## src/rtl/cdb_arbiter_if.sv

```systemverilog
// cdb_arbiter_if: result inputs from the three execution units and the two CDB broadcast ports
`ifndef PRF_SIZE
`define PRF_SIZE 64
`endif
`ifndef ROB_SIZE
`define ROB_SIZE 32
`endif
interface cdb_arbiter_if #(
    parameter int PRF_SIZE = `PRF_SIZE,
    parameter int ROB_SIZE = `ROB_SIZE
);
    localparam int TW = $clog2(PRF_SIZE);
    localparam int RW = $clog2(ROB_SIZE);
    logic          adder_result_valid;
    logic [63:0]   adder_result;
    logic [TW-1:0] adder_dest_tag;
    logic [RW-1:0] adder_rob_idx;
    logic          mult_result_valid;
    logic [63:0]   mult_result;
    logic [TW-1:0] mult_dest_tag;
    logic [RW-1:0] mult_rob_idx;
    logic          memory_result_valid;
    logic [63:0]   memory_result;
    logic [TW-1:0] memory_dest_tag;
    logic [RW-1:0] memory_rob_idx;
    logic          adder_available;
    logic          mult_available;
    logic          memory_available;
    logic          cdb1_valid;
    logic [TW-1:0] cdb1_tag;
    logic [63:0]   cdb1_value;
    logic [RW-1:0] cdb1_rob_idx;
    logic          cdb2_valid;
    logic [TW-1:0] cdb2_tag;
    logic [63:0]   cdb2_value;
    logic [RW-1:0] cdb2_rob_idx;
    logic          overflow_err;
    modport slave (
        input  adder_result_valid, adder_result, adder_dest_tag, adder_rob_idx,
        input  mult_result_valid, mult_result, mult_dest_tag, mult_rob_idx,
        input  memory_result_valid, memory_result, memory_dest_tag, memory_rob_idx,
        output adder_available, mult_available, memory_available,
        output cdb1_valid, cdb1_tag, cdb1_value, cdb1_rob_idx,
        output cdb2_valid, cdb2_tag, cdb2_value, cdb2_rob_idx,
        output overflow_err
    );
    modport master (
        output adder_result_valid, adder_result, adder_dest_tag, adder_rob_idx,
        output mult_result_valid, mult_result, mult_dest_tag, mult_rob_idx,
        output memory_result_valid, memory_result, memory_dest_tag, memory_rob_idx,
        input  adder_available, mult_available, memory_available,
        input  cdb1_valid, cdb1_tag, cdb1_value, cdb1_rob_idx,
        input  cdb2_valid, cdb2_tag, cdb2_value, cdb2_rob_idx,
        input  overflow_err
    );
endinterface

```

## src/rtl/cdb_arbiter.sv

```systemverilog
// cdb_arbiter: buffers results from adder/mult/memory and broadcasts up to two per cycle, round-robin
`ifndef PRF_SIZE
`define PRF_SIZE 64
`endif
`ifndef ROB_SIZE
`define ROB_SIZE 32
`endif
module cdb_arbiter #(
    parameter int PRF_SIZE  = `PRF_SIZE,
    parameter int ROB_SIZE  = `ROB_SIZE,
    parameter int BUF_DEPTH = 2
) (
    input logic          i_clock,
    input logic          i_reset,
    cdb_arbiter_if.slave io_cdb
);
    localparam int TW = $clog2(PRF_SIZE);
    localparam int RW = $clog2(ROB_SIZE);
    localparam int EW = 64 + TW + RW;
    localparam int CW = $clog2(BUF_DEPTH + 1);

    logic [EW-1:0] r_mem [3][BUF_DEPTH];
    logic [CW-1:0] r_count [3];
    logic [1:0]    r_ptr;
    logic          r_overflow;

    logic [2:0]    w_in_valid;
    logic [EW-1:0] w_in_data [3];
    logic [2:0]    w_ne;
    logic [2:0]    w_full;
    logic [2:0]    w_enq;
    logic [2:0]    w_deq;
    logic          w_g1_valid;
    logic          w_g2_valid;
    logic [1:0]    w_g1;
    logic [1:0]    w_g2;
    logic [1:0]    w_last;
    logic          w_v1;
    logic          w_v2;

    function automatic logic [1:0] rr(input logic [1:0] p, input int k);
        logic [2:0] t;
        t = {1'b0, p} + 3'(k);
        return (t >= 3'd3) ? 2'(t - 3'd3) : t[1:0];
    endfunction

    assign w_in_valid   = {io_cdb.memory_result_valid, io_cdb.mult_result_valid, io_cdb.adder_result_valid};
    assign w_in_data[0] = {io_cdb.adder_result, io_cdb.adder_dest_tag, io_cdb.adder_rob_idx};
    assign w_in_data[1] = {io_cdb.mult_result, io_cdb.mult_dest_tag, io_cdb.mult_rob_idx};
    assign w_in_data[2] = {io_cdb.memory_result, io_cdb.memory_dest_tag, io_cdb.memory_rob_idx};

    // occupancy flags; a full buffer refuses even if its head leaves this cycle
    always_comb begin
        for (int s = 0; s < 3; s++) begin
            w_ne[s]   = r_count[s] != '0;
            w_full[s] = r_count[s] == CW'(BUF_DEPTH);
            w_enq[s]  = w_in_valid[s] && !w_full[s];
        end
    end

    // grant the first two non-empty heads in rotating order starting at r_ptr
    always_comb begin
        w_g1_valid = 1'b0;
        w_g2_valid = 1'b0;
        w_g1       = 2'd0;
        w_g2       = 2'd0;
        for (int k = 0; k < 3; k++) begin
            if (w_ne[rr(r_ptr, k)] && !w_g1_valid) begin
                w_g1_valid = 1'b1;
                w_g1       = rr(r_ptr, k);
            end else if (w_ne[rr(r_ptr, k)] && !w_g2_valid) begin
                w_g2_valid = 1'b1;
                w_g2       = rr(r_ptr, k);
            end
        end
        for (int s = 0; s < 3; s++)
            w_deq[s] = (w_g1_valid && w_g1 == 2'(s)) || (w_g2_valid && w_g2 == 2'(s));
        w_last = w_g2_valid ? w_g2 : w_g1;
    end

    assign w_v1 = w_g1_valid && !i_reset;
    assign w_v2 = w_g2_valid && !i_reset;

    assign io_cdb.cdb1_valid = w_v1;
    assign io_cdb.cdb2_valid = w_v2;
    assign {io_cdb.cdb1_value, io_cdb.cdb1_tag, io_cdb.cdb1_rob_idx} = w_v1 ? r_mem[w_g1][0] : '0;
    assign {io_cdb.cdb2_value, io_cdb.cdb2_tag, io_cdb.cdb2_rob_idx} = w_v2 ? r_mem[w_g2][0] : '0;

    assign io_cdb.adder_available  = !w_full[0] && !i_reset;
    assign io_cdb.mult_available   = !w_full[1] && !i_reset;
    assign io_cdb.memory_available = !w_full[2] && !i_reset;
    assign io_cdb.overflow_err     = r_overflow;

    // shift-register buffers: slot 0 is the head, a dequeue shifts the rest down one slot
    always_ff @(posedge i_clock) begin
        if (i_reset) begin
            for (int s = 0; s < 3; s++)
                r_count[s] <= '0;
            r_ptr      <= 2'd0;
            r_overflow <= 1'b0;
        end else begin
            for (int s = 0; s < 3; s++) begin
                for (int j = 0; j < BUF_DEPTH; j++) begin
                    if (w_enq[s] && j == int'(r_count[s]) - (w_deq[s] ? 1 : 0))
                        r_mem[s][j] <= w_in_data[s];
                    else if (w_deq[s])
                        r_mem[s][j] <= r_mem[s][(j + 1 < BUF_DEPTH) ? j + 1 : j];
                end
                r_count[s] <= r_count[s] + CW'(w_enq[s]) - CW'(w_deq[s]);
            end
            if (w_g1_valid)
                r_ptr <= (w_last == 2'd2) ? 2'd0 : w_last + 2'd1;
            if ((w_in_valid & w_full) != 3'b000)
                r_overflow <= 1'b1;
        end
    end
endmodule
```

## src/flat_wrapper.sv

```systemverilog
// flat-port wrapper written by rule: the top's interface ports become plain ports
module cdb_arbiter_flat 
#(
    parameter int PRF_SIZE  = `PRF_SIZE,
    parameter int ROB_SIZE  = `ROB_SIZE,
    parameter int BUF_DEPTH = 2
)
  (i_clock, i_reset, io_cdb_adder_result_valid, io_cdb_adder_result, io_cdb_adder_dest_tag, io_cdb_adder_rob_idx, io_cdb_mult_result_valid, io_cdb_mult_result, io_cdb_mult_dest_tag, io_cdb_mult_rob_idx, io_cdb_memory_result_valid, io_cdb_memory_result, io_cdb_memory_dest_tag, io_cdb_memory_rob_idx, io_cdb_adder_available, io_cdb_mult_available, io_cdb_memory_available, io_cdb_cdb1_valid, io_cdb_cdb1_tag, io_cdb_cdb1_value, io_cdb_cdb1_rob_idx, io_cdb_cdb2_valid, io_cdb_cdb2_tag, io_cdb_cdb2_value, io_cdb_cdb2_rob_idx, io_cdb_overflow_err);
  cdb_arbiter_if #(.PRF_SIZE(PRF_SIZE), .ROB_SIZE(ROB_SIZE)) io_cdb_i ();
  input logic i_clock;
  input logic i_reset;
  input wire logic [$bits(io_cdb_i.adder_result_valid)-1:0] io_cdb_adder_result_valid;
  input wire logic [$bits(io_cdb_i.adder_result)-1:0] io_cdb_adder_result;
  input wire logic [$bits(io_cdb_i.adder_dest_tag)-1:0] io_cdb_adder_dest_tag;
  input wire logic [$bits(io_cdb_i.adder_rob_idx)-1:0] io_cdb_adder_rob_idx;
  input wire logic [$bits(io_cdb_i.mult_result_valid)-1:0] io_cdb_mult_result_valid;
  input wire logic [$bits(io_cdb_i.mult_result)-1:0] io_cdb_mult_result;
  input wire logic [$bits(io_cdb_i.mult_dest_tag)-1:0] io_cdb_mult_dest_tag;
  input wire logic [$bits(io_cdb_i.mult_rob_idx)-1:0] io_cdb_mult_rob_idx;
  input wire logic [$bits(io_cdb_i.memory_result_valid)-1:0] io_cdb_memory_result_valid;
  input wire logic [$bits(io_cdb_i.memory_result)-1:0] io_cdb_memory_result;
  input wire logic [$bits(io_cdb_i.memory_dest_tag)-1:0] io_cdb_memory_dest_tag;
  input wire logic [$bits(io_cdb_i.memory_rob_idx)-1:0] io_cdb_memory_rob_idx;
  output wire logic [$bits(io_cdb_i.adder_available)-1:0] io_cdb_adder_available;
  output wire logic [$bits(io_cdb_i.mult_available)-1:0] io_cdb_mult_available;
  output wire logic [$bits(io_cdb_i.memory_available)-1:0] io_cdb_memory_available;
  output wire logic [$bits(io_cdb_i.cdb1_valid)-1:0] io_cdb_cdb1_valid;
  output wire logic [$bits(io_cdb_i.cdb1_tag)-1:0] io_cdb_cdb1_tag;
  output wire logic [$bits(io_cdb_i.cdb1_value)-1:0] io_cdb_cdb1_value;
  output wire logic [$bits(io_cdb_i.cdb1_rob_idx)-1:0] io_cdb_cdb1_rob_idx;
  output wire logic [$bits(io_cdb_i.cdb2_valid)-1:0] io_cdb_cdb2_valid;
  output wire logic [$bits(io_cdb_i.cdb2_tag)-1:0] io_cdb_cdb2_tag;
  output wire logic [$bits(io_cdb_i.cdb2_value)-1:0] io_cdb_cdb2_value;
  output wire logic [$bits(io_cdb_i.cdb2_rob_idx)-1:0] io_cdb_cdb2_rob_idx;
  output wire logic [$bits(io_cdb_i.overflow_err)-1:0] io_cdb_overflow_err;
  assign io_cdb_i.adder_result_valid = io_cdb_adder_result_valid;
  assign io_cdb_i.adder_result = io_cdb_adder_result;
  assign io_cdb_i.adder_dest_tag = io_cdb_adder_dest_tag;
  assign io_cdb_i.adder_rob_idx = io_cdb_adder_rob_idx;
  assign io_cdb_i.mult_result_valid = io_cdb_mult_result_valid;
  assign io_cdb_i.mult_result = io_cdb_mult_result;
  assign io_cdb_i.mult_dest_tag = io_cdb_mult_dest_tag;
  assign io_cdb_i.mult_rob_idx = io_cdb_mult_rob_idx;
  assign io_cdb_i.memory_result_valid = io_cdb_memory_result_valid;
  assign io_cdb_i.memory_result = io_cdb_memory_result;
  assign io_cdb_i.memory_dest_tag = io_cdb_memory_dest_tag;
  assign io_cdb_i.memory_rob_idx = io_cdb_memory_rob_idx;
  assign io_cdb_adder_available = io_cdb_i.adder_available;
  assign io_cdb_mult_available = io_cdb_i.mult_available;
  assign io_cdb_memory_available = io_cdb_i.memory_available;
  assign io_cdb_cdb1_valid = io_cdb_i.cdb1_valid;
  assign io_cdb_cdb1_tag = io_cdb_i.cdb1_tag;
  assign io_cdb_cdb1_value = io_cdb_i.cdb1_value;
  assign io_cdb_cdb1_rob_idx = io_cdb_i.cdb1_rob_idx;
  assign io_cdb_cdb2_valid = io_cdb_i.cdb2_valid;
  assign io_cdb_cdb2_tag = io_cdb_i.cdb2_tag;
  assign io_cdb_cdb2_value = io_cdb_i.cdb2_value;
  assign io_cdb_cdb2_rob_idx = io_cdb_i.cdb2_rob_idx;
  assign io_cdb_overflow_err = io_cdb_i.overflow_err;
  cdb_arbiter #(.PRF_SIZE(PRF_SIZE), .ROB_SIZE(ROB_SIZE), .BUF_DEPTH(BUF_DEPTH)) u_core (.i_clock(i_clock), .i_reset(i_reset), .io_cdb(io_cdb_i));
endmodule
```

## config.mk

```make
export PLATFORM = sky130hd
export DESIGN_NAME = cdb_arbiter_flat
export DESIGN_NICKNAME = d
export VERILOG_FILES = /design/src/rtl/cdb_arbiter_if.sv /design/src/rtl/cdb_arbiter.sv /design/src/flat_wrapper.sv
export SDC_FILE = /design/constraint.sdc
export NUM_CORES = 1
export LEC_CHECK = 0
export CORE_ASPECT_RATIO = 2
export CORE_MARGIN = 2
export CORE_UTILIZATION = 57
export DETAILED_ROUTE_END_ITERATION = 12
export PLACE_DENSITY_LB_ADDON = 0.08
export SLEW_MARGIN = 15
export SYNTH_ARGS = -nofsm -noshare
export SYNTH_HDL_FRONTEND = slang
export SYNTH_SLANG_ARGS = --single-unit
```

## constraint.sdc

```tcl
create_clock -name i_clock -period 16.5 [get_ports i_clock]
set_clock_uncertainty 0.05 [all_clocks]
set_input_delay 2.475 -clock i_clock [delete_from_list [all_inputs] [get_ports i_clock]]
set_output_delay 2.475 -clock i_clock [all_outputs]
set_load 0.02 [all_outputs]
```

After elaboration in Yosys (flattened, before gate mapping):

Memories as Yosys holds them, arrays and structs flattened.
Cells that the tools add are included.

* flip-flop bits (word level): 3
* latch bits: 0
* memory bits (writable): 456
* ROM bits: 0
* output and inout bits: 156
* word-level logic and storage cells: 173
* memories kept: 2

Memories
* u_core.r_mem: depth 3, bits a word 150, rd ports 5, clocked after Yosys merged registers in 0, write ports 3, RTL line cdb_arbiter.sv:22 `logic [EW-1:0] r_mem [3][BUF_DEPTH];`
* u_core.r_count: depth 3, bits a word 2, rd ports 3, clocked after Yosys merged registers in 0, write ports 3, RTL line cdb_arbiter.sv:23 `logic [CW-1:0] r_count [3];`

* add/subtract/negate cells: 15
* multiply operators: 0
* div/mod/pow operators: 0
* magnitude comparators: 6
* eq/ne operators: 11
* shifts and indexed selects: 0
* mux-type cells: 83
* bitwise gates (word level): 10
* reductions and logical operators: 44

Operator list (count)
* 75-bit 2-to-1 mux: 8
* 2-bit by 32-bit equality test with 1-bit output (first input constant): 3
* 32-bit logical NOT: 3
* 3-bit by 32-bit subtractor with 32-bit output: 3
* 1-bit 2-to-1 mux: 56
* 2-bit 2-to-1 mux: 16
* 1-bit logical AND: 24
* 2-bit equality test (second input constant): 6
* 2-bit by 3-bit < comparator with 1-bit output (second input constant): 3
* 1-bit OR: 9
* 1-bit logical NOT: 8
* 2-bit by 1-bit adder with 2-bit output: 3
* 1-bit binary-select mux with 2-bit select: 3
* 3-bit by 2-bit >= comparator with 1-bit output (second input constant): 2
* 2-bit nonzero test: 3
* 2-bit by 1-bit subtractor with 2-bit output: 3
* 2-bit subtractor (second input constant): 3
* 2-bit by 1-bit equality test with 1-bit output (second input constant): 2
* 2-bit logical NOT: 2
* 2-bit by 1-bit adder with 3-bit output (second input constant): 1
* 2-bit by 2-bit adder with 3-bit output (second input constant): 1
* 3-bit AND: 1
* 1-bit logical OR: 3
* 3-bit nonzero test: 1
* 2 further kinds: 2

Depth between registers and ports, before layout:

Gate-level depths: netlist of run 1.

* depth after elaboration: 25
* depth in mapped cells: 16
* depth with buffers taken out: 12

Least setup slack after synthesis of run 1:

OpenSTA, ideal clock, no wires.

* kind: input port to flip-flop
* from: input port io_cdb_adder_result_valid
* to: memory u_core.r_mem[0][0] (netlist bit), enable pin
* setup time: 0.616 ns
* arrival: 8.277 ns
* setup slack: 7.557 ns
* stages: 2
* path through: nor4bb_1 -> nor3b_1

RTL lines
* start, declared: RTL line flat_wrapper.sv:12 `input wire logic [$bits(io_cdb_i.adder_result_valid)-1:0] io_cdb_adder_result_valid;`
* end, declared: RTL line cdb_arbiter.sv:22

Final worst setup path of run 1:

* from: register u_core.r_ptr[1]
* to: output port io_cdb_cdb2_value[3]

* word-level cells in the longest chain between the ends: 16

RTL lines
* start, declared: RTL line cdb_arbiter.sv:24 `logic [1:0] r_ptr;`
* start signal, assigned: RTL line cdb_arbiter.sv:112 `r_ptr <= (w_last == 2'd2) ? 2'd0 : w_last + 2'd1;`
* branches (longest 15 deep; another with 2-bit by 1-bit adder with 3-bit output)
* 75-bit 2-to-1 mux *: RTL line cdb_arbiter.sv:87 `assign {io_cdb.cdb2_value, io_cdb.cdb2_tag, io_cdb.cdb2_rob_idx} = w_v2 ? r_mem[w_g2][0] : '0;`
* end, declared: RTL line flat_wrapper.sv:33 `output wire logic [$bits(io_cdb_i.cdb2_value)-1:0] io_cdb_cdb2_value;`

Mark *: on every way between the ends. The select of a mux whose other input is x is not followed.

==> results.json, run 1 <==
{
  "cts_buffers": 41,
  "final_common_cell": "edfxtp_1",
  "die_area_um2": 38400,
  "port_buffers": 385,
  "fin_nets": 2031,
  "yosysWarnings": 0,
  "grt_max_degree": 77,
  "ys_seq_area_share_pct": 65.4,
  "cts_tree": "yes",
  "final_cell_mix": "edfxtp_1 (450), clkdlybuf4s50_1 (385), nor2_1 (237)",
  "synth_ff_type": "edfxtp_1",
  "arrival_ps": 5330,
  "clk_pin_slew_ps": 70,
  "max-cap-violations": 0,
  "fin_util_pct": 72.6,
  "outcome": "complete, no violations",
  "synth_area_per_cell_um2": 14.4,
  "design_area_um2": 26300,
  "slew_headroom_pct": 21.9,
  "synth_area_um2": 20900,
  "tightest_slew_ps": 1170,
  "wl_mm": 61.8,
  "setup_violations": 0,
  "setup-tns-final_ps": 0,
  "ir_worst_vdd_mv": 0.276,
  "cp-end-kind": "primary output",
  "synthCells": 1456,
  "fin_crit_sh_pct": 47.6,
  "drc_errors": 0,
  "critical_path.startpoint_type": "register",
  "grt_first_pass_wirelength_mm": 89.7,
  "p_leak_nw": 8.77,
  "grt-ovfl-total": 0,
  "fmax_mhz": 127,
  "io_pins": 386,
  "crit_fanout": 76,
  "seq_area_um2": 13700,
  "dpl_cell_area_um2": 25000,
  "cts_setup_buffers": 0,
  "clk_path_buf_depth": 3,
  "core_area_um2": 36300,
  "firstDrtPassIters": 6,
  "antenna_found_initial": 28,
  "synth_nets": 1699,
  "drive_above_1_share_pct": 20.0,
  "placementRows": 99,
  "rsz0062_at_grt": "no",
  "critPathKind": "reg -> out",
  "die_x_um": 140,
  "multiInputGateArea_um2": 6670,
  "drt_iter0_drc": 1401,
  "cts_resized": 0,
  "async_flop_share_pct": 0,
  "worstSkewPairLatency_ps": 560,
  "final_hold_viol_count": 0,
  "floorplan.initialDensity_pct": 57.7,
  "die_h_um": 275,
  "synth-seq-cells": 459,
  "maxSlewViolCount": 0,
  "required_ps": 13980,
  "rrSetupSlack_ps": 11670,
  "numClockSinks": 459,
  "grt_pass1_vias": 14900,
  "place_congestion": 0.882,
  "wl_per_cell_um": 26.9,
  "synth_edf_count": 450,
  "holdBufCountCts": 0,
  "hp-class": "reg -> reg",
  "fillers": 2481,
  "routed-via-count": 14800,
  "ctsHtreeMaxLevel": 2,
  "viasPerCell": 6.45,
  "root_buffer": "clkbuf_16",
  "grt_usage_pct": 31.1,
  "area_growth_pct": 25.8,
  "finalCriticalPeriod_ps": 7850,
  "ant_nets": 0,
  "synth_cell_type_count": 54,
  "powerDensity_nw_per_um2": 213,
  "dp_hpwl_mm": 37.8
}
[stage by stage]
| stage | setup slack, ps | instances | power (mW) | hold slack (ps) |
|---|---|---|---|---|
| 2_1_floorplan | 7560 | 1456 | 3.62 | 419 |
| 3_3_place_gp | 8750 | 2199 | 4.60 | 436 |
| 3_5_place_dp | 8730 | 2199 | 4.66 | 451 |
| 4_1_cts | 8750 | 2272 | 5.60 | 465 |
| 5_1_grt | 8390 | 2295 | 5.83 | 493 |
| 6_report | 8650 | 2297 | 5.61 | 461 |
[report_power, final]
group	switching [mW]	internal, mW	total [mW]
combinational	1.72	1.05	2.77
clock	0.427	0.508	0.934
sequential	0.176	1.73	1.90
total	2.32	3.29	5.61
[synth_stat cells, drive strengths merged, types with 2 or more instances]
cell	number	area, um^2
a21oi	8	40.0
inv	16	60.1
edfxtp	450	13500
a211o	3	26.3
o21ai	5	25.0
nor3	154	771
nor4	5	52.6
a2111oi	75	931
nor4bb	2	20.0
buf	72	444
dfxtp	9	180
xor2	3	26.3
or3b	2	20.0
and4	2	17.5
nor2	241	920
nand2	7	26.3
a211oi	2	15.0
clkbuf	44	168
a221oi	2	17.5
ha	13	163
o211ai	2	15.0
nor2b	10	62.6
mux2	225	2720
or2	5	31.3
nor3b	4	30.0
o32a	2	20.0
nand3	3	15.0
o22ai	76	475
o31ai	2	28.8
[worst max-delay path, cell delays in order (launching register included)]
cell	delay (ps)
dfxtp_1	370
inv_1	60
ha_1	390
o21bai_1	360
and4_1	290
o31ai_4	210
buf_4	750
buf_4	830
nor2_1	110
a2111oi_2	490
clkdlybuf4s50_1	690
[flip-flops by register name, summed over array words and instances, names as in the netlist]
signal and flops:
u_core.r_mem 450, u_core.r_ptr 2, u_core.r_count 6, u_core.io_cdb.overflow_err 1
[area by class of cell]
| cell class | count | area share [%] |
|---|---|---|
| clock buffers | 48 | 4.16 |
| inverters | 16 | 0.228 |
| well taps | 454 | 2.16 |
| diodes | 25 | 0.238 |
| flip-flops and latches | 459 | 52.0 |
| multi-input cells | 865 | 25.3 |
| clock inverters | 25 | 0.694 |
| repair buffers | 405 | 15.2 |
[logic make-up after synthesis]
group / Yosys count / share of synthesized area [%]
AO/OA/AOI/OAI: 184 / 7.91
multiplexers: 225 / 13.0
XOR/XNOR: 4 / 0.167
flip-flops: 459 / 65.4
buffers and inverters: 132 / 3.21
adder cells (fa/ha/maj): 13 / 0.777
AND/OR/NAND/NOR: 439 / 9.52
[worst paths after layout]
path,from,end,depth (start not counted)
setup / recovery,u_core.r_ptr[1],io_cdb_cdb2_value[3],10
hold / removal,u_core.io_cdb.overflow_err,u_core.io_cdb.overflow_err,2
setup reg to reg,u_core.r_ptr[0],u_core.r_mem[0][76],13
hold reg to reg,u_core.io_cdb.overflow_err,u_core.io_cdb.overflow_err,2
[routing by layer]
metal | vias to the layer above | routed length [um] | GRT usage [%]
met5 | - | 76 | 0
met4 | 12 | 3520 | 19.5
met3 | 205 | 5380 | 6.74
met2 | 950 | 31500 | 53.0
met1 | 7303 | 21300 | 35.8
li1 | 6335 | - | -
Power figures use the tool's default switching activity.
==> run 2: changes to the inputs <==
- CORE_UTILIZATION: 57 -> 48
- clock period: 16.5 -> 6.5 ns (I/O delays scaled with it)
==> results.json, run 2 (synthesis results as in run 1) <==
{
  "largest_reg_flops": 450,
  "die_area_um2": 45400,
  "powerDensity_nw_per_um2": 549,
  "drive_above_1_share_pct": 20.7,
  "holdBufCountCts": 0,
  "rsz0062_at_grt": "no",
  "wl_mm": 64.0,
  "fin_nets": 2045,
  "numClockSinks": 459,
  "hp-class": "reg -> reg",
  "setup_violations": 0,
  "setup-tns-final_ps": 0,
  "maxSlewViolCount": 0,
  "crit_fanout": 74,
  "final_hold_viol_count": 0,
  "place_worst_setup_slack_ps": 1460,
  "grt_util_met2_pct": 47.1,
  "fmax_mhz": 174,
  "grt_first_pass_wirelength_mm": 93.3,
  "fin_util_pct": 61.8,
  "regMostFlops": "u_core.r_mem",
  "firstDrtPassIters": 5,
  "grt_use_met1_pct": 32.4,
  "slowest_delay_ps": 760,
  "timing.final.ws_setup_ps": 745,
  "top_usage_layer": "met2",
  "crit_chain": "inv_1 -> ha_1 -> o21bai_1 -> and4_1 -> o31ai_4 -> buf_12 -> nor2_1 -> a2111oi_2 -> clkdlybuf4s50_1",
  "finalCriticalPeriod_ps": 5750,
  "cts_setup_buffers": 0,
  "grt-ovfl-total": 0,
  "core_area_um2": 43200,
  "cts_tree": "yes",
  "worstSkewPairLatency_ps": 560,
  "root_buffer": "clkbuf_16",
  "grt_pass1_vias": 15000,
  "wl_per_cell_um": 26.6,
  "ctsHtreeMaxLevel": 2,
  "cp_top_family": "compound AO/OA/AOI/OAI gates",
  "critical_path.startpoint_type": "register",
  "clk_path_buf_depth": 3,
  "grt_usage_pct": 27.9,
  "cts_buffers": 42,
  "worst_hold_slack_ps": 459,
  "final_common_cell": "edfxtp_1",
  "drc_errors": 0,
  "floorplan.initialDensity_pct": 48.4,
  "max-cap-violations": 0,
  "tightest_slew_ps": 1010,
  "port_buffers": 385,
  "design_area_um2": 26700,
  "crit_buf_inv": 3,
  "largestRegisters": "u_core.r_mem (450), u_core.r_count (6), u_core.r_ptr (2)",
  "viasPerCell": 6.03,
  "outcome": "complete, no violations",
  "dp_hpwl_mm": 40.8,
  "arrival_ps": 4730,
  "fin_crit_sh_pct": 88.5,
  "routed-via-count": 14500,
  "p_leak_nw": 8.93,
  "clk_pin_slew_ps": 70,
  "io_pins": 386,
  "required_ps": 5470,
  "antenna_found_initial": 23,
  "grt_max_degree": 76,
  "placementRows": 108,
  "place_congestion": 0.862,
  "use_met3_pct": 5.60,
  "area_growth_pct": 27.7,
  "drt_iter0_drc": 1101,
  "cts_resized": 0,
  "dpl_cell_area_um2": 25300,
  "ant_nets": 0,
  "cp-end-kind": "primary output",
  "critPathKind": "reg -> out",
  "die_h_um": 299,
  "final_cell_mix": "edfxtp_1 (450), clkdlybuf4s50_1 (385), nor2_1 (237)",
  "die_x_um": 152,
  "critical-path-slowest-cell": "o31ai_4",
  "slew_headroom_pct": 32.5,
  "ir_worst_vdd_mv": 0.402
}
[run 2: final timing paths]
check             depth (start not counted)                         end                  startpoint  slack (ps)
setup / recovery                          9       io_cdb_cdb2_value[44]             u_core.r_ptr[1]         750
hold / removal                            2  u_core.io_cdb.overflow_err  u_core.io_cdb.overflow_err         460
setup reg to reg                         13         u_core.r_mem[0][92]             u_core.r_ptr[0]        1830
hold reg to reg                           2  u_core.io_cdb.overflow_err  u_core.io_cdb.overflow_err         460
[run 2: cell type report]
type	instances	area (um^2)
Tap cell	550	688
Fill cell	3377	16500
Clock inverter	23	298
Clock buffer	54	1120
Multi-Input combinational cell	865	6680
Antenna cell	18	45.0
Sequential cell	459	13700
Inverter	16	60.1
Timing Repair Buffer	418	4150
[run 2: tightest hold or removal path: cells and delay by family (launching register included)]
family | cells | cell delay, ps
flops | 1 | 320
compound gates | 2 | 150
[run 2: where the power goes]
| group | leakage (nW) | internal [mW] | total (mW) | switching, mW |
|---|---|---|---|---|
| Combinational | 4.03 | 2.74 | 7.26 | 4.52 |
| Clock | 0.687 | 1.50 | 2.63 | 1.13 |
| Sequential | 4.21 | 4.38 | 4.78 | 0.406 |
| Total | 8.93 | 8.62 | 14.7 | 6.05 |
[run 2: layer usage]
| layer | vias up | part of all wire, % |
|---|---|---|
| met5 | - | 0.095 |
| met4 | 10 | 5.4 |
| met3 | 173 | 8.0 |
| met2 | 760 | 51 |
| met1 | 7209 | 35 |
| li1 | 6345 | - |
[run 2: stage by stage]
stage / cells / power, mW
finish: 2403 / 14.7
global route: 2403 / 15.3
detailed placement: 2308 / 12.1
floorplan: 1456 / 9.18
CTS: 2385 / 14.7
global placement: 2308 / 12.0
==> run 3: changes to the inputs <==
- CTS_CLUSTER_DIAMETER: unset -> 100
- clock period: 6.5 -> 4.85 ns (I/O delays scaled with it)
==> results.json, run 3 (synthesis results as in run 1) <==
{
  "die_h_um": 299,
  "required_ps": 4070,
  "grt_first_pass_wirelength_mm": 94.0,
  "ctsHtreeMaxLevel": 2,
  "outcome": "complete, no violations",
  "arrival_ps": 3950,
  "critical-path-slowest-cell": "clkdlybuf4s50_1",
  "slowest_delay_ps": 690,
  "wl_mm": 64.7,
  "fin_crit_sh_pct": 97.5,
  "root_buffer": "clkbuf_16",
  "area_growth_pct": 29.6,
  "hp-class": "reg -> reg",
  "worstSkewPairLatency_ps": 560,
  "p_leak_nw": 9.14,
  "final_hold_viol_count": 0,
  "tightest_slew_ps": 793,
  "slew_headroom_pct": 47.1,
  "fin_nets": 2062,
  "rsz0062_at_grt": "yes",
  "powerDensity_nw_per_um2": 744,
  "ant_nets": 0,
  "routed-via-count": 14500,
  "final_cell_mix": "edfxtp_1 (450), clkdlybuf4s50_1 (383), nor2_1 (237)",
  "clk_pin_slew_ps": 60,
  "ir_worst_vdd_mv": 0.520,
  "die_area_um2": 45400,
  "grt_usage_pct": 28.2,
  "cp-end-kind": "primary output",
  "fmax_mhz": 212,
  "antenna_found_initial": 20,
  "numClockSinks": 459,
  "crit_chain": "inv_1 -> ha_2 -> inv_1 -> and4_1 -> o31ai_4 -> buf_12 -> nor2_1 -> a2111oi_2 -> clkdlybuf4s50_1",
  "dp_hpwl_mm": 41.6,
  "fin_util_pct": 62.7,
  "core_area_um2": 43200,
  "holdBufCountCts": 0,
  "place_congestion": 0.839,
  "grt_max_degree": 79,
  "drc_errors": 0,
  "io_pins": 386,
  "placementRows": 108,
  "drive_above_1_share_pct": 22.1,
  "port_buffers": 385,
  "wl_per_cell_um": 26.7,
  "cts_buffers": 42,
  "clk_path_buf_depth": 3,
  "regMostFlops": "u_core.r_mem",
  "grt-ovfl-total": 0,
  "grt_pass1_vias": 15100,
  "largestRegisters": "u_core.r_mem (450), u_core.r_count (6), u_core.r_ptr (2)",
  "crit_fanout": 78,
  "maxSlewViolCount": 0,
  "firstDrtPassIters": 5,
  "crit_top_cell": "inv_1",
  "critPathKind": "reg -> out",
  "cts_setup_buffers": 0,
  "finalCriticalPeriod_ps": 4730,
  "floorplan.initialDensity_pct": 48.4,
  "die_x_um": 152,
  "cts_tree": "yes",
  "viasPerCell": 6.00,
  "setup-tns-final_ps": 0,
  "drt_iter0_drc": 1042,
  "critical_path.startpoint_type": "register",
  "max-cap-violations": 0,
  "final_common_cell": "edfxtp_1",
  "largest_reg_flops": 450,
  "setup_violations": 0
}
==> run 3: cell types whose count changed in the layout (fill, tap and decap cells not counted), sizes merged, moves of 2 or more <==
cell / previous run / this run
dlymetal6s2s: 0 / 2
clkbuf: 54 / 51
bufinv: 7 / 9
clkinv: 12 / 16
buf: 33 / 48
clkdlybuf4s50: 385 / 383
==> run 3: final timing paths <==
kind,slack (ps),end,depth (start not counted),start
setup / recovery,120,io_cdb_cdb2_value[10],9,u_core.r_ptr[0]
hold / removal,470,u_core.r_ptr[0],2,u_core.r_ptr[0]
setup reg to reg,790,u_core.r_mem[0][81],13,u_core.r_ptr[0]
hold reg to reg,470,u_core.r_ptr[0],2,u_core.r_ptr[0]
==> run 3: area by class of cell <==
type | count | area [um^2]
well taps | 550 | 688
clock inverters | 28 | 364
multi-input cells | 866 | 6730
fillers | 3329 | 16100
inverters | 16 | 60.1
clock buffers | 50 | 1140
diodes | 19 | 47.5
repair buffers | 434 | 4410
flip-flops and latches | 459 | 13700
==> run 3: routing by layer <==
| layer | vias up | wire [um] | track usage, % | share of wire, % |
|---|---|---|---|---|
| met2 | 695 | 34000 | 49.4 | 53 |
| li1 | 6384 | - | - | - |
| met5 | - | 13 | 0 | 0.020 |
| met1 | 7288 | 23000 | 31.4 | 36 |
| met3 | 154 | 4600 | 5.92 | 7.1 |
| met4 | 2 | 3060 | 15.5 | 4.7 |
==> run 3: metrics by stage <==
stage / hold slack [ps] / cell area (um^2) / setup slack (ps) / cells / total power [mW]
4_1_cts: 481 / 27000 / 102 / 2402 / 20.2
3_5_place_dp: 462 / 25500 / 548 / 2324 / 16.5
3_3_place_gp: 449 / 25500 / 497 / 2324 / 16.3
2_1_floorplan: 419 / 21000 / -482 / 1456 / 12.3
6_report: 475 / 27100 / 122 / 2422 / 20.2
5_1_grt: 507 / 27100 / -55.8 / 2422 / 21.0
==> run 3: where the power goes <==
part	switching (mW)	internal, mW
Clock	1.50	2.17
Combinational	6.19	3.92
Sequential	0.539	5.86
==> run 3: worst max-delay path: cells and delay by family (launching register included) <==
| kind | cells | cell delay (ps) |
|---|---|---|
| AO/OA/AOI/OAI | 2 | 820 |
| buffers and inverters | 4 | 1290 |
| flip-flops | 1 | 340 |
| adder cells (fa/ha/maj) | 1 | 490 |
| AND/OR/NAND/NOR | 2 | 330 |
==> run 3: timing repair <==
item | in CTS | in global routing
hold endpoints to repair | 0 | 0
pin swaps | 0 | 3
gates cloned | 0 | 1
setup endpoints to repair | 8 | 25
resized for setup | 3 | 10
